--- config.mk ---
export PLATFORM = sky130hd
export DESIGN_NAME = contador_bcd_cascada
export DESIGN_NICKNAME = d
export VERILOG_FILES = /design/src/rtl/contador_bcd_cascada.sv
export SDC_FILE = /design/constraint.sdc
export NUM_CORES = 1
export LEC_CHECK = 0
export BUFFER_PORTS_ARGS = -buffer_cell sky130_fd_sc_hd__clkbuf_2
export CAP_MARGIN = 10
export CORE_UTILIZATION = 45
export CTS_CLUSTER_SIZE = 24
export DETAILED_ROUTE_END_ITERATION = 8
export HOLD_SLACK_MARGIN = 0.03
export PLACE_DENSITY = 0.74
export SLEW_MARGIN = 20
export SYNTH_ARGS = -nofsm -noshare
export SYNTH_HDL_FRONTEND = slang
export SYNTH_SLANG_ARGS = --single-unit
--- constraint.sdc ---
create_clock -name clk -period 1.3 [get_ports clk]
set_input_delay 0.065 -clock clk [delete_from_list [all_inputs] [get_ports clk]]
set_output_delay 0.065 -clock clk [all_outputs]
set_load 0.02 [all_outputs]
--- src/rtl/contador_bcd_cascada.sv ---
// Multi-digit modulo-BASE up/down counter (BCD when BASE=10) with parallel load,
// combinational cascade carry/borrow, registered wrap pulse and sticky load error flag.
module contador_bcd_cascada #(
  parameter int unsigned DIGITS = 2,
  parameter int unsigned BASE   = 10
) (
  input  logic                clk,
  input  logic                rst,
  input  logic                en,
  input  logic                up,
  input  logic                load,
  input  logic [4*DIGITS-1:0] load_val,
  output logic [4*DIGITS-1:0] q,
  output logic                carry_out,
  output logic                wrap,
  output logic                load_err
);

  localparam logic [3:0] BaseNib  = 4'(BASE);
  localparam logic [3:0] MaxDigit = 4'(BASE - 1);

  logic [4*DIGITS-1:0] cnt_q, cnt_d;
  logic                wrap_q;
  logic                err_q, err_d;
  logic                all_max, all_zero;
  logic                step;
  logic [3:0]          dig;

  always_comb begin
    all_max  = 1'b1;
    all_zero = 1'b1;
    for (int i = 0; i < int'(DIGITS); i++) begin
      if (cnt_q[4*i +: 4] != MaxDigit) all_max = 1'b0;
      if (cnt_q[4*i +: 4] != 4'd0)     all_zero = 1'b0;
    end
  end

  // Zero-latency so chained stages all step on the same edge.
  assign carry_out = en & ~load & ~rst & (up ? all_max : all_zero);

  always_comb begin
    cnt_d = cnt_q;
    err_d = err_q;
    step  = 1'b1;
    dig   = 4'd0;
    if (load) begin
      for (int i = 0; i < int'(DIGITS); i++) begin
        dig = load_val[4*i +: 4];
        if (dig >= BaseNib) begin
          dig   = 4'd0;
          err_d = 1'b1;
        end
        cnt_d[4*i +: 4] = dig;
      end
    end else if (en) begin
      // step ripples up while every lower digit sits at its terminal value.
      for (int i = 0; i < int'(DIGITS); i++) begin
        dig = cnt_q[4*i +: 4];
        if (step) begin
          if (up) cnt_d[4*i +: 4] = (dig == MaxDigit) ? 4'd0 : dig + 4'd1;
          else    cnt_d[4*i +: 4] = (dig == 4'd0) ? MaxDigit : dig - 4'd1;
        end
        step = step & (up ? (dig == MaxDigit) : (dig == 4'd0));
      end
    end
  end

  always_ff @(posedge clk) begin
    if (rst) begin
      cnt_q  <= '0;
      wrap_q <= 1'b0;
      err_q  <= 1'b0;
    end else begin
      cnt_q  <= cnt_d;
      wrap_q <= carry_out;
      err_q  <= err_d;
    end
  end

  assign q        = cnt_q;
  assign wrap     = wrap_q;
  assign load_err = err_q;

endmodule

==> metrics.md, run 1 <==
| Metric | Value |
|---|---|
| Status | `finished, violations left` |
| Violated checks | `negative setup slack` |
| Area of the multi-input gates | `around 620 sq um` |
| Worst hold path type | `input port to register` |
| R2r setup slk | `-180 ps` |
| Total number of vias | `around 900` |
| Min cycle time layout | `about 1600 ps` |
| Area delta synth->final | `49.85%` |
| Fraction of layout cells with a size suffix above 1 | `0.5315` |
| Cells after Synth | `102` |
| Worst Hold End | `q[3]$_SDFFE_PP0P_` |
| CP Launch Type | `register` |
| Rows | `15` |
| Largest net degree at the start of global routing | `14` |
| Reg2reg start | `q[0]$_SDFFE_PP0P_` |
| Met2 GRT Util | `0.4912` |
| Seq/Total Area, Yosys | `0.2446` |
| CTS Buf Count | `3` |
| Hold_ws | `between 60 and 70 ps` |
| GRT overflow | `0` |
| ANT nets after route | `0` |
| Arrival time of the worst setup path | `between 1500 and 2000 ps` |
| Worst slew margin | `0.7412` |
| Worst-path cell chain | `or2_4 > or4_4 > a21oi_4 > buf_8` |
| Clk sinks | `10` |
| Clk root buf | `clkbuf_4` |
| Final GP Congestion | `0.8291` |
| R2r endpoint | `q[3]$_SDFFE_PP0P_` |
| WL per Instance | `approximately 14 microns` |
| Avg Vias per Cell | `5.518` |
| Post-synth EDFFs | `0` |
| Pwr dens | `around 760 nW/um^2` |
| Detailed placement HPWL | `1.695 mm` |
| Flops & latches, synth | `10` |
| Vias in the first global route | `between 800 and 900` |
| Fin cells | `168` |
| Worst path required time | `~1200 ps` |
| Library cells used by synthesis | `between 40 and 50` |
| First-pass iteration count of the detailed router | `4` |
| Worst VDD drop | `roughly 0.00063 V` |
| Unrepaired setup endpoints after global routing | `yes` |
| Port bufs | `23` |
| Placement Cell Area | `1104 sq um` |
| # hold bufs at CTS | `0` |
| Met3 usage | `0.02449` |
| WS Path Type | `register to primary output` |
| Chip width | `~45 microns` |
| Top-area cell type share of the netlist area | `0.2446` |
| Top_reg_cell synth | `dfxtp_1` |
| Total Wirelength | `between 2 and 2.5 mm` |
| P_leak | `approximately 0.51 nW` |
| Worst hold path stage count | `3` |
| Initial antenna violation count | `0` |
| Io pins | `24` |
| Setup_tns | `-804.9 ps` |
| Final hold vios | `0` |
| CP Max Fanout | `3` |
| Post-synth ARST share | `0` |
| First-pass GRT wire length | `3.732 mm` |
| Final Cell Area | `between 1000 and 1500 sq um` |
| Synth warn | `0` |
| Clk_lat worst skew | `about 270 ps` |
| R2r worst-path depth | `6` |
| Syn_area_per_cell | `approximately 8.0 sq um` |
| Met1 usage | `0.2963` |
| Reg area | `about 220 sq um` |
| Antenna Cells | `0` |
| DRC | `0` |
| Period utilisation layout | `1.253` |
| Most Crowded Layer GR | `met2` |
| Total Routing Usage GR | `0.2588` |
| Highest cell delay on the worst timing path | `440 ps` |
| Critical Path Sink Type | `primary output` |
| Mapped cell area | `around 820 sq um` |
| Post-Syn Nets | `roughly 120` |
| Core area | `between 1500 and 2000 sq um` |
| Ranking of synthesized cells by area | `dfxtp_1, a21oi_1, nor2_1, buf_6, nor4b_1` |
| Cell count after placement | `about 160` |
| Starting DRT DRC Count | `14` |
| Final max-slew violation count | `0` |
| Synth area leader | `dfxtp_1` |
| Peak Freq | `0.6139 GHz` |
| # Max-Cap Violations | `0` |
| Min-delay src | `load_val[3]` |
| Worst Setup SP | `q[0]$_SDFFE_PP0P_` |
| Final setup violation count | `7` |
| TritonCTS clock tree | `built` |
| Clock Tree Buf Depth | `2` |
| Die area | `around 2000 sq um` |
| H-tree Lvls | `1` |
| Critical-path top delay cell | `or4_4` |
| DIE HEIGHT | `between 40 and 50 microns` |
| Starting Density | `0.4791` |
| Worst Max-Slew Pin Slew | `between 300 and 400 ps` |
| Filler instances | `~130` |
| CTS clk-pin slew, worst paths | `70 ps` |
| Worst Skew | `approximately 0.38 ps` |
| Nets | `158` |
| PnR worst setup slack | `-328.9 ps` |
layout make-up:
class / instances / area share
Sequential cell: 10 / 0.1765
Tap cell: 25 / 0.02551
Timing Repair Buffer: 48 / 0.2643
Clock buffer: 3 / 0.01837
Inverter: 2 / 0.006122
Multi-Input combinational cell: 80 / 0.5092
cell usage in the layout (no fill, tap or decap), types with 2 or more instances in the layout:
cell type  count
clkbuf_2      22
buf_4         22
nor2_1         8
a21oi_1        7
nand2_1        5
dfxtp_1        5
nand4_1        4
o21ai_0        4
dfxtp_4        4
nand2b_1       3
xnor2_1        3
a31oi_1        3
nor4b_1        3
clkbuf_4       3
buf_6          3
nor2_2         2
inv_1          2
o21ai_2        2
a211o_1        2
a221oi_2       2
a211oi_1       2
o21ai_1        2
nor3_1         2
and3_1         2
registers in the layout (all words and copies together), names as in the netlist:
signal and flops:
wrap 1, q 8, load_err 1
worst max path at each step:
stage / endpoint / slack, ps / cells past startpoint
2_1_floorplan: q[7]$_SDFFE_PP0P_ / -150 / 5
3_3_place_gp: carry_out / -100 / 4
3_5_place_dp: q[3]$_SDFFE_PP0P_ / -140 / 5
4_1_cts: carry_out / -330 / 4
5_1_grt: carry_out / -360 / 4
6_report: carry_out / -330 / 4
per-layer routing:
metal  up-vias  share of wire
met5         -              0
li1        470              -
met2        19           0.53
met3         4          0.025
met1       434           0.44
met4         0          0.011
critical path, delay by kind of cell (launching register included):
kind	cells	cell delay [ps]
DFF	1	360
buffers and inverters	1	120
AOI/OAI and AO/OA	1	150
and+or+nand+nor	2	670
where the power goes:
group	leakage, nW	switching [mW]	internal, mW	total [mW]
clock network	0.0138	0.111	0.107	0.218
logic	0.411	0.187	0.177	0.364
registers	0.0854	0.0266	0.325	0.352
total	0.511	0.325	0.609	0.934
synth_stat cells, types with 2 or more instances:
library cell and instances:
a211oi_1 3, or3_1 2, and3_1 2, xnor2_1 3, a211o_1 2, o21ai_1 3
buf_2 3, clkbuf_1 2, nand4_1 4, inv_1 2, nor2_1 9, o21ai_0 5
nor3_1 2, nand2b_1 3, a31oi_1 3, a21oi_1 8, buf_6 3, nand2_1 5
dfxtp_1 10, nor4b_1 3
stage by stage:
stage | utilization | total power [mW] | setup WS, ps
3_5_place_dp | 0.6462 | 0.6734 | -136.9
2_1_floorplan | - | 0.5594 | -154.4
6_report | 0.7179 | 0.9342 | -328.9
4_1_cts | 0.6952 | 0.9132 | -334.2
5_1_grt | 0.7179 | 0.9793 | -365.0
3_3_place_gp | 0.6462 | 0.6619 | -99.62
cell families (layout without fill, tap and decap cells):
family	after synthesis	in the layout	synth area share
and+or+nand+nor	42	42	0.3196
AOI/OAI and AO/OA	34	34	0.2997
buffers and inverters	12	53	0.09327
DFF	10	10	0.2446
xor gates and xnor gates	4	4	0.04282
timing repair:
| action | 4_1_cts | 5_1_grt |
|---|---|---|
| gates cloned | 0 | 0 |
| pin swaps | 4 | 6 |
| setup buffers | 3 | 1 |
| gates resized for setup | 11 | 9 |
| endpoints found under the setup margin | 5 | 8 |
No activity file was read; power rests on OpenSTA's default activity.
==> run 2, diff against run 1 <==
BUFFER_PORTS_ARGS = -buffer_cell sky130_fd_sc_hd__buf_2   (was -buffer_cell sky130_fd_sc_hd__clkbuf_2)
==> run 2 against run 1 <==
The flow still finishes with violations (negative setup slack). Count of clock-buffer cells in the layout unchanged. Flip-flop and latch count unchanged. Die area unchanged. Clock skew increased by 2.6 ps. Sequential power about the same. Final cell count increased by 1.2%. Non-clock buffer count increased by 1. Final area increased by 1.7%. Critical path depth unchanged. Fmax decreased by 0.41%. Combinational power increased by 3%. Via count increased by 5.8%. Highest routed layer unchanged.
==> metrics.md, run 2 (synthesis results as in run 1) <==
| Metric | Value |
|---|---|
| Antenna Cells | `0` |
| Violated checks | `negative setup slack` |
| Worst-path cell chain | `or2_1 > or4_4 > a21oi_4 > buf_6` |
| Worst slew margin | `0.6846` |
| Pwr dens | `779.0 nW/um^2` |
| Port bufs | `23` |
| Clk root buf | `clkbuf_4` |
| H-tree Lvls | `1` |
| Final GP Congestion | `0.8203` |
| Clk sinks | `10` |
| Min cycle time layout | `roughly 1600 ps` |
| R2r setup slk | `-260 ps` |
| CP Launch Type | `register` |
| WL per Instance | `14.81 microns` |
| Worst path required time | `between 1000 and 1500 ps` |
| Initial antenna violation count | `0` |
| Chip width | `44.64 microns` |
| WS Path Type | `register to primary output` |
| Most common cell after layout, fill and taps aside | `buf_4` |
| Largest net degree at the start of global routing | `15` |
| # hold bufs at CTS | `0` |
| Reg area | `about 220 sq um` |
| Detailed placement HPWL | `between 1.5 and 2 mm` |
| # Max-Cap Violations | `0` |
| Worst VDD drop | `about 0.00055 V` |
| Worst hold path type | `input port to register` |
| P_leak | `about 0.52 nW` |
| Highest cell delay on the worst timing path | `between 400 and 500 ps` |
| Total number of vias | `~980` |
| Arrival time of the worst setup path | `approximately 1600 ps` |
| Total Wirelength | `~2.5 mm` |
| Starting Density | `0.4791` |
| Cell count after placement | `around 160` |
| Starting DRT DRC Count | `15` |
| Worst Skew | `~3.0 ps` |
| Clk_lat worst skew | `approximately 290 ps` |
| Reg2reg start | `q[4]$_SDFFE_PP0P_` |
| Dpl ws | `-132.5 ps` |
| Unrepaired setup endpoints after global routing | `yes` |
| Fraction of layout cells with a size suffix above 1 | `0.5241` |
| Fin cells | `170` |
| TritonCTS clock tree | `built` |
| Avg Vias per Cell | `between 5 and 6` |
| ANT nets after route | `0` |
| Worst hold path stage count | `3` |
| Critical Path Sink Type | `primary output` |
| CP Max Fanout | `3` |
| First-pass iteration count of the detailed router | `4` |
| Nets | `approximately 160` |
| DIE HEIGHT | `approximately 45 microns` |
| Clock Tree Buf Depth | `2` |
| CTS clk-pin slew, worst paths | `around 70 ps` |
| Area delta synth->final | `52.45%` |
| Most frequent cells in the layout | `buf_4, buf_2, nor2_1, a21oi_1` |
| Fin util | `0.7304` |
| Worst Max-Slew Pin Slew | `between 400 and 500 ps` |
| First-pass GRT wire length | `between 3 and 4 mm` |
| Status | `finished, violations left` |
| Final Cell Area | `roughly 1200 sq um` |
| Critical path endpoint | `carry_out` |
| PnR worst setup slack | `-335.6 ps` |
| Total Routing Usage GR | `0.2782` |
| Peak Freq | `around 0.61 GHz` |
| Core area | `1708 sq um` |
| Io pins | `24` |
| Worst Setup SP | `q[0]$_SDFFE_PP0P_` |
| Filler instances | `between 100 and 150` |
| Die area | `around 2000 sq um` |
| CTS Buf Count | `3` |
| R2r endpoint | `q[7]$_SDFFE_PP0P_` |
| Rows | `15` |
| Placement Cell Area | `approximately 1100 sq um` |
| Critical-path top delay cell | `or4_4` |
| Vias in the first global route | `approximately 960` |
| Final max-slew violation count | `0` |
| Period utilisation layout | `1.258` |
| Max FFs per register | `8` |
| GRT overflow | `0` |
| Area of the multi-input gates | `between 600 and 700 sq um` |
| Final setup violation count | `6` |
| DRC | `0` |
| R2r worst-path depth | `5` |
| Final hold vios | `0` |
run 2: per-layer routing:
metal	track usage	vias to the layer above	part of all wire
met2	0.5000	19	0.54
li1	-	473	-
met4	0.1515	0	0.019
met3	0.05306	5	0.029
met5	0	-	0
met1	0.3037	484	0.41
run 2: worst max-delay path, delay by kind of cell (launching register included):
kind                   cells  cell delay, ps
AOI/OAI and AO/OA          1             140
DFF                        1             350
buffers and inverters      1             130
and+or+nand+nor            2             660
run 2: how the worst min path moves through the flow:
stage                     slack, ps                 to        start
after global routing             90  q[1]$_SDFFE_PP0P_  load_val[1]
after detailed placement        360  q[3]$_SDFFE_PP0P_  load_val[3]
after floorplan                 210  q[3]$_SDFFE_PP0P_  load_val[3]
after CTS                        70  q[3]$_SDFFE_PP0P_  load_val[3]
final                            70  q[3]$_SDFFE_PP0P_  load_val[3]
after global placement          350  q[3]$_SDFFE_PP0P_  load_val[3]
run 2: layout make-up:
| type | count | area share |
|---|---|---|
| clock inverter | 1 | 0.003009 |
| timing repair buffer | 49 | 0.2668 |
| tap | 25 | 0.02508 |
| multi-input combinational | 80 | 0.5075 |
| inverter | 2 | 0.006018 |
| sequential | 10 | 0.1735 |
| clock buffer | 3 | 0.01805 |
run 2: timing repair:
item	CTS	global route
pin swaps	10	2
gates resized for setup	13	4
hold endpoints to repair	0	0
setup buffers	5	0
setup endpoints to repair	6	7
run 2: stage by stage:
| step | power (mW) | setup TNS [ps] | hold WS (ps) |
|---|---|---|---|
| global placement | 0.6622 | -307.0 | 351.0 |
| detailed placement | 0.6728 | -405.1 | 361.1 |
| global route | 1.019 | -1086 | 92.13 |
| CTS | 0.9567 | -691.8 | 66.94 |
| finish | 0.9718 | -704.5 | 74.07 |
| floorplan | 0.5594 | -409.2 | 210.8 |
run 2: power by group:
part | total (mW) | internal (mW) | leakage (nW) | switching [mW]
Sequential | 0.352 | 0.325 | 0.0854 | 0.0272
Combinational | 0.374 | 0.183 | 0.422 | 0.191
Clock | 0.246 | 0.112 | 0.0154 | 0.134
